==> src/rtl/zigzag_pkg.sv <==
// Shared definitions for the zigzag (rail-fence) encryption and decryption
// blocks: start token, supported rail counts and the IDLE/EMIT state encoding.
package zigzag_pkg;

   // Character value that ends a message and starts processing.
   localparam logic [7:0] START_TOKEN = 8'hFA;

   // Rail counts with a real zigzag pattern; any other key is passthrough.
   localparam int KEY_RAILS2 = 2;
   localparam int KEY_RAILS3 = 3;

   typedef enum logic {
      IDLE = 1'b0,   // collecting characters
      EMIT = 1'b1    // streaming the processed message
   } state_t;

endpackage

==> src/rtl/zigzag_index_gen.sv <==
// Read-order generator for rail-fence encryption.
// Walks the buffer row by row: each row has a start index and a fixed step,
// and a row is abandoned as soon as the next index would reach n.
// Ports:
//   clk, rst_n : clock, synchronous active-low reset
//   n          : number of buffered characters
//   key        : latched rail count (2, 3, other = single row)
//   start      : reset the walk to row 0, index 0
//   advance    : move to the next index in read order
//   ptr        : current buffer index (low address bits)
//   last       : ptr is the final index of the message
module zigzag_index_gen
   import zigzag_pkg::*;
#(
   parameter int KEY_WIDTH  = 16,
   parameter int ADDR_WIDTH = 6
) (
   input  logic                  clk,
   input  logic                  rst_n,
   input  logic [KEY_WIDTH-1:0]  n,
   input  logic [KEY_WIDTH-1:0]  key,
   input  logic                  start,
   input  logic                  advance,
   output logic [ADDR_WIDTH-1:0] ptr,
   output logic                  last
);

   localparam logic [KEY_WIDTH-1:0] K2 = KEY_WIDTH'(KEY_RAILS2);
   localparam logic [KEY_WIDTH-1:0] K3 = KEY_WIDTH'(KEY_RAILS3);

   logic [KEY_WIDTH-1:0] ptr_reg, row_reg;
   logic [KEY_WIDTH-1:0] ptr_next, row_next;
   logic [KEY_WIDTH-1:0] step, nof_rows, ptr_step, row_inc;
   logic                 row_end, next_row_ok;

   always_comb begin
      nof_rows = KEY_WIDTH'(1);
      step     = KEY_WIDTH'(1);
      if (key == K2) begin
         nof_rows = K2;
         step     = KEY_WIDTH'(2);
      end else if (key == K3) begin
         nof_rows = K3;
         // Middle rail is visited twice per zigzag period of 4.
         step     = (row_reg == KEY_WIDTH'(1)) ? KEY_WIDTH'(2) : KEY_WIDTH'(4);
      end

      ptr_step = ptr_reg + step;
      row_inc  = row_reg + KEY_WIDTH'(1);
      row_end  = (ptr_step >= n);
      // Row r starts at index r, so a row exists only if r < n. Once one row
      // is empty every later row is empty too, so only the next one matters.
      next_row_ok = (row_inc < nof_rows) && (row_inc < n);
      last        = row_end && !next_row_ok;

      ptr_next = row_end ? row_inc : ptr_step;
      row_next = row_end ? row_inc : row_reg;
   end

   always_ff @(posedge clk) begin
      if (!rst_n || start) begin
         ptr_reg <= '0;
         row_reg <= '0;
      end else if (advance) begin
         ptr_reg <= ptr_next;
         row_reg <= row_next;
      end
   end

   assign ptr = ptr_reg[ADDR_WIDTH-1:0];

endmodule

==> src/rtl/zigzag_encryption.sv <==
// Rail-fence (zigzag) encryptor.
// Collects plaintext characters until the start token, then streams the
// ciphertext one character per cycle and returns to collecting.
// Ports:
//   clk, rst_n : clock, synchronous active-low reset
//   data_i     : plaintext character or start token
//   valid_i    : data_i valid
//   key        : rail count, sampled when the token is accepted
//   busy       : high while emitting; inputs are ignored
//   data_o     : ciphertext character (0 when valid_o is low)
//   valid_o    : data_o valid
module zigzag_encryption
   import zigzag_pkg::*;
#(
   parameter int                 D_WIDTH                = 8,
   parameter int                 KEY_WIDTH              = 16,
   parameter int                 MAX_NOF_CHARS          = 50,
   parameter logic [D_WIDTH-1:0] START_ENCRYPTION_TOKEN = D_WIDTH'(START_TOKEN)
) (
   input  logic                 clk,
   input  logic                 rst_n,
   input  logic [D_WIDTH-1:0]   data_i,
   input  logic                 valid_i,
   input  logic [KEY_WIDTH-1:0] key,
   output logic                 busy,
   output logic [D_WIDTH-1:0]   data_o,
   output logic                 valid_o
);

   localparam int                   AW    = (MAX_NOF_CHARS > 1) ? $clog2(MAX_NOF_CHARS) : 1;
   localparam logic [KEY_WIDTH-1:0] MAX_N = KEY_WIDTH'(MAX_NOF_CHARS);

   state_t               state_reg, state_next;
   logic [KEY_WIDTH-1:0] n_reg, key_reg;
   logic [D_WIDTH-1:0]   buf_mem [MAX_NOF_CHARS];
   logic                 reading_reg, rd_valid_reg, busy_reg, valid_o_reg;
   logic [D_WIDTH-1:0]   rd_data_reg, data_o_reg;

   logic                 accept_char, accept_token, finish, advance;
   logic [AW-1:0]        ptr;
   logic                 last;

   // ---------------- state register ----------------
   always_ff @(posedge clk) begin
      if (!rst_n) state_reg <= IDLE;
      else        state_reg <= state_next;
   end

   // ---------------- next-state logic ----------------
   always_comb begin
      state_next = state_reg;
      case (state_reg)
         IDLE:    if (accept_token) state_next = EMIT;
         EMIT:    if (finish)       state_next = IDLE;
         default: state_next = IDLE;
      endcase
   end

   // ---------------- control strobes ----------------
   always_comb begin
      accept_char  = 1'b0;
      accept_token = 1'b0;
      advance      = 1'b0;
      finish       = 1'b0;
      if (state_reg == IDLE) begin
         // Characters beyond the buffer depth are dropped; n saturates.
         accept_char  = valid_i && (data_i != START_ENCRYPTION_TOKEN) && (n_reg < MAX_N);
         accept_token = valid_i && (data_i == START_ENCRYPTION_TOKEN);
      end else begin
         advance = reading_reg;
         // Done once the read/output pipeline has drained. busy_reg gates the
         // first EMIT cycle so busy always lasts n+1 cycles, even for n=0.
         finish  = busy_reg && !reading_reg && !rd_valid_reg;
      end
   end

   zigzag_index_gen #(
      .KEY_WIDTH  (KEY_WIDTH),
      .ADDR_WIDTH (AW)
   ) u_index_gen (
      .clk     (clk),
      .rst_n   (rst_n),
      .n       (n_reg),
      .key     (key_reg),
      .start   (accept_token),
      .advance (advance),
      .ptr     (ptr),
      .last    (last)
   );

   // ---------------- collect side ----------------
   always_ff @(posedge clk) begin
      if (!rst_n) begin
         n_reg   <= '0;
         key_reg <= '0;
      end else begin
         if (accept_char)  n_reg   <= n_reg + KEY_WIDTH'(1);
         if (finish)       n_reg   <= '0;
         if (accept_token) key_reg <= key;
      end
   end

   always_ff @(posedge clk) begin
      if (!rst_n || finish) begin
         for (int i = 0; i < MAX_NOF_CHARS; i++) buf_mem[i] <= '0;
      end else if (accept_char) begin
         buf_mem[n_reg[AW-1:0]] <= data_i;
      end
   end

   // ---------------- emit side ----------------
   // Two-stage pipeline: buffer read, then output register. The first
   // character therefore appears two edges after the token.
   always_ff @(posedge clk) begin
      if (!rst_n) begin
         reading_reg  <= 1'b0;
         rd_valid_reg <= 1'b0;
         rd_data_reg  <= '0;
         busy_reg     <= 1'b0;
         valid_o_reg  <= 1'b0;
         data_o_reg   <= '0;
      end else begin
         if (accept_token)          reading_reg <= (n_reg != '0);
         else if (advance && last)  reading_reg <= 1'b0;

         rd_valid_reg <= advance;
         rd_data_reg  <= advance ? buf_mem[ptr] : '0;

         if (finish)                 busy_reg <= 1'b0;
         else if (state_reg == EMIT) busy_reg <= 1'b1;

         valid_o_reg <= rd_valid_reg;
         data_o_reg  <= rd_data_reg;
      end
   end

   assign busy    = busy_reg;
   assign valid_o = valid_o_reg;
   assign data_o  = data_o_reg;

endmodule

==> config.mk <==
export PLATFORM = sky130hd
export DESIGN_NAME = zigzag_encryption
export DESIGN_NICKNAME = d
export VERILOG_FILES = /design/src/rtl/zigzag_pkg.sv /design/src/rtl/zigzag_index_gen.sv /design/src/rtl/zigzag_encryption.sv
export SDC_FILE = /design/constraint.sdc
export NUM_CORES = 1
export LEC_CHECK = 0
export ABC_AREA = 1
export CAP_MARGIN = 20
export CORE_ASPECT_RATIO = 0.6
export CORE_UTILIZATION = 50
export DETAILED_ROUTE_END_ITERATION = 7
export PLACE_DENSITY_LB_ADDON = 0.12
export SLEW_MARGIN = 5
export SYNTH_ARGS = -nofsm -noshare
export SYNTH_HDL_FRONTEND = slang
export SYNTH_HIERARCHICAL = 1
export SYNTH_SLANG_ARGS = --single-unit
==> constraint.sdc <==
create_clock -name clk -period 4 [get_ports clk]
set_input_delay 0.8 -clock clk [delete_from_list [all_inputs] [get_ports clk]]
set_output_delay 0.8 -clock clk [all_outputs]
set_load 0.01 [all_outputs]
==> impl_metrics.py <==
metrics = {
    "global_routing": {
        "grt_pass1_vias": 20550,
        "gr-total-overflow": 0,
        "grt_util_met3_pct": 6.746,
        "grtUsageMet1_pct": 43.76,
        "grt_pass1_wl_mm": 122.5,
        "grt_use_met2_pct": 37.42,
        "grt_util_all_layers_pct": 27.57,
        "grt_max_degree": 182,
        "busiest_layer": "met1",
        "antenna_found_initial": 0,
    },
    "logic_synthesis": {
        "synth.distinct_cells": 43,
        "yosysSeqAreaShare_pct": 59.55,
        "synth-seq-cells": 597,
        "postSynthCellCount": 3076,
        "yosys_warnings": 6,
        "synth_ff_type": "edfxtp_1",
        "synth_area_sq_um": 28680,
        "postSynthAreaPerCell_sq_um": 9.323,
        "synth_edf_count": 512,
        "async_flop_share_pct": 0,
    },
    "placement": {
        "io_buffers": 36,
        "gp_congestion": 0.9274,
        "dp_hpwl_mm": 51.38,
    },
    "clock_tree": {
        "cts_hold_buf": 0,
        "clkTransAtPathRegs_ns": 0.07,
        "cts_tree": "done",
        "cts_root_buf": "clkbuf_16",
        "cts_buffers": 55,
        "h-tree-depth": 2,
        "clock_path_buffers": 3,
        "clkLatencyLatePin_ns": 0.63,
        "cts.sinks": 597,
    },
    "die": {
        "die_w_um": 311.2,
        "io_pins": 37,
        "initial_core_util_pct": 50.98,
        "die-area_sq_um": 58350,
        "core_area_sq_um": 56250,
        "rows": 67,
        "die_h_um": 187.5,
    },
    "final_layout": {
        "largest_register_ffs": 512,
        "fin_nets": 3244,
        "nFillCells": 4931,
        "seqCellArea_sq_um": 17090,
        "diodes": 0,
        "area_delta_synth_final_pct": 13.78,
        "multi_input_area_sq_um": 10930,
        "drive_gt1_share_pct": 10.08,
        "top_register": "buf_mem",
    },
    "sta": {
        "slew_viol_final": 0,
        "tightest_slew_ns": 1.103,
        "fin_skew_ns": 0.02096,
        "period_share_pct": 99.74,
        "tns_ns": 0,
        "setup_viol": 0,
        "max_clock_freq_mhz": 250.7,
        "hold_violations": 0,
        "finalWorstPathRequiredPeriod_ns": 3.989,
        "grt_setup_unrepaired": "true",
        "slew-limit-headroom_pct": 26.39,
        "holdWs_ns": 0.4393,
    },
    "critical_path": {
        "path_cells": "nor2_1 -> nand2_1 -> nor3_2 -> nand4_1 -> buf_4 -> o31ai_2 -> buf_4 -> nand2_4 -> fa_2 -> o21ai_4 -> nand3_2 -> nor2_2 -> xor2_1 -> inv_1 -> ha_4 -> a21oi_1 -> o21ai_1 -> nor2_4 -> buf_12 -> nand2_4 -> nand3_1 -> nand3_1 -> nand2_1 -> inv_1",
        "startpoint_type": "flop",
        "critical_path_class": "flop to flop",
        "cp_max_fo": 4,
        "worst_path_max_delay_cell": "fa_2",
        "critPathRequiredTime_ns": 4.53,
        "endpoint_kind": "flop",
        "cp.arrival_ns": 4.52,
        "critPathMaxStageDelay_ns": 0.39,
    },
    "pwr": {
        "leakage_nw": 13.36,
        "power_density_nw_per_um2": 412.6,
        "ir_drop_uv": 315.7,
    },
    "worst_hold_path": {
        "hp-class": "flop to flop",
    },
    "drt": {
        "wl_per_cell_um": 20.11,
        "drcViolationCount": 0,
        "vias": 22080,
        "drt_wl_total_mm": 80.08,
        "dr.pass1.iters": 6,
        "ant_nets": 0,
        "vias_per_cell": 5.544,
        "drt_iter0_drc": 2699,
    },
    "status": {
        "status": "finished, final reports clean",
    },
    "flow_run": {
        "drv_cap": 0,
    },
}
-- stage by stage --
| step | setup WS, ns | std cells | area (sq um) | utilization, % | power, mW |
|---|---|---|---|---|---|
| after floorplan | 0.4324 | 3187 | 29090 | - | 7.554 |
| after global routing | -0.2009 | 3982 | 32630 | 58.00 | 13.84 |
| after detailed placement | -0.02947 | 3866 | 30270 | 53.81 | 7.821 |
| final | 0.01057 | 3982 | 32630 | 58.00 | 13.46 |
| after global placement | 0.01291 | 3866 | 30270 | 53.81 | 7.804 |
| after CTS | 0.04001 | 3971 | 32260 | 57.35 | 13.49 |
-- Yosys cell counts (2+ instances only) --
master / instances / area, sq um
a21oi_1: 42 / 210.2
and2_1: 2 / 12.51
buf_1: 25 / 93.84
buf_2: 36 / 180.2
buf_4: 6 / 45.04
buf_6: 7 / 78.83
clkbuf_1: 117 / 439.2
clkinv_1: 5 / 18.77
dfxtp_1: 85 / 1702
edfxtp_1: 512 / 15370
ha_1: 39 / 488.0
inv_1: 138 / 518.0
inv_2: 9 / 33.78
nand2_1: 886 / 3326
nand2_2: 12 / 75.07
nand2_4: 4 / 45.04
nand3_1: 489 / 2447
nand3_2: 4 / 40.04
nand3b_1: 4 / 30.03
nand4_1: 31 / 193.9
nand4_2: 2 / 25.02
nand4_4: 40 / 850.8
nor2_1: 506 / 1899
nor2_2: 9 / 56.30
nor2_4: 3 / 33.78
nor2_8: 2 / 40.04
nor3_1: 9 / 45.04
nor3_4: 3 / 48.80
nor4_1: 5 / 31.28
o21ai_0: 24 / 120.1
o21bai_1: 4 / 30.03
xnor2_1: 2 / 17.52
xor2_1: 4 / 35.03
-- kinds of logic after synthesis --
family	count (synthesis)	synth area share (%)
XOR/XNOR	6	0.1833
adder cells (fa/ha/maj)	40	1.771
AND/OR/NAND/NOR	2012	32.10
flip-flops	597	59.55
AO/OA/AOI/OAI	77	1.470
other	1	0.01308
buffers and inverters	343	4.909
-- critical path: cells and delay by family (launching register included) --
kind	cells	cell delay, ns
buffers and inverters	5	0.68
AND/OR/NAND/NOR	12	1.32
XOR/XNOR	1	0.24
adder cells (fa/ha/maj)	2	0.56
AO/OA/AOI/OAI	4	0.77
flip-flops	1	0.32
-- per-layer routing --
layer	vias to the layer above	wire length, um
met1	10550	37350
li1	10410	-
met4	0	1445
met3	111	9110
met5	-	0
met2	1005	32170
-- path summary, 6_finish.rpt --
check | startpoint | to | slack (ns) | cells past startpoint
min | rd_data_reg[2]$_SDFF_PN0_ | data_o[2]$_SDFF_PN0_ | 0.44 | 2
max | key_reg[6]$_SDFFE_PN0P_ | u_index_gen/ptr_reg[0]$_SDFFE_PP0P_ | 0.01 | 24
max reg2reg | key_reg[6]$_SDFFE_PN0P_ | u_index_gen/ptr_reg[0]$_SDFFE_PP0P_ | 0.01 | 24
min reg2reg | rd_data_reg[2]$_SDFF_PN0_ | data_o[2]$_SDFF_PN0_ | 0.44 | 2
-- cell usage in the layout, fill, tap and decap left out, types with 3 or more instances in the layout --
master and instances:
a21oi_2 6, o21ai_1 3, buf_4 71, inv_1 128
inv_2 20, nand3b_1 4, o21ai_0 22, ha_1 36
nor2_4 6, buf_12 11, clkinv_1 11, dfxtp_1 79
o21bai_1 4, nor3_4 3, edfxtp_1 512, bufinv_16 12
clkdlybuf4s50_1 36, clkinv_2 12, nand3_2 16, a21oi_1 36
conb_1 112, clkbuf_16 56, nand2_1 879, nand2_8 4
nor2_1 500, nand2_4 6, dfxtp_2 3, nand3_1 476
xor2_1 3, nor3_1 7, nor2_2 12, nand4_1 31
nor4_1 3, nand4_4 40, nand2_2 16, clkbuf_1 10
dfxtp_4 3, ha_4 3
-- what timing repair did --
item / CTS / global route
resized for setup: 10 / 58
endpoints found under the setup margin: 18 / 33
buffers inserted: 0 / 10
pin swaps: 5 / 27
gates cloned: 2 / 1
-- power by group --
| part | leakage, nW | switching, mW | internal (mW) |
|---|---|---|---|
| sequential | 5.92 | 0.0711 | 6.99 |
| clock | 0.944 | 2.39 | 3.34 |
| combinational | 6.50 | 0.514 | 0.156 |
-- cell type report --
cell class | count | share of cell area (%)
repair buffers | 121 | 3.528
well taps | 759 | 2.911
clock buffers | 66 | 4.410
flip-flops and latches | 597 | 52.38
clock inverters | 37 | 1.507
multi-input cells | 2250 | 33.49
inverters | 152 | 1.772
Note: power is estimated with default switching activity, not from simulation.
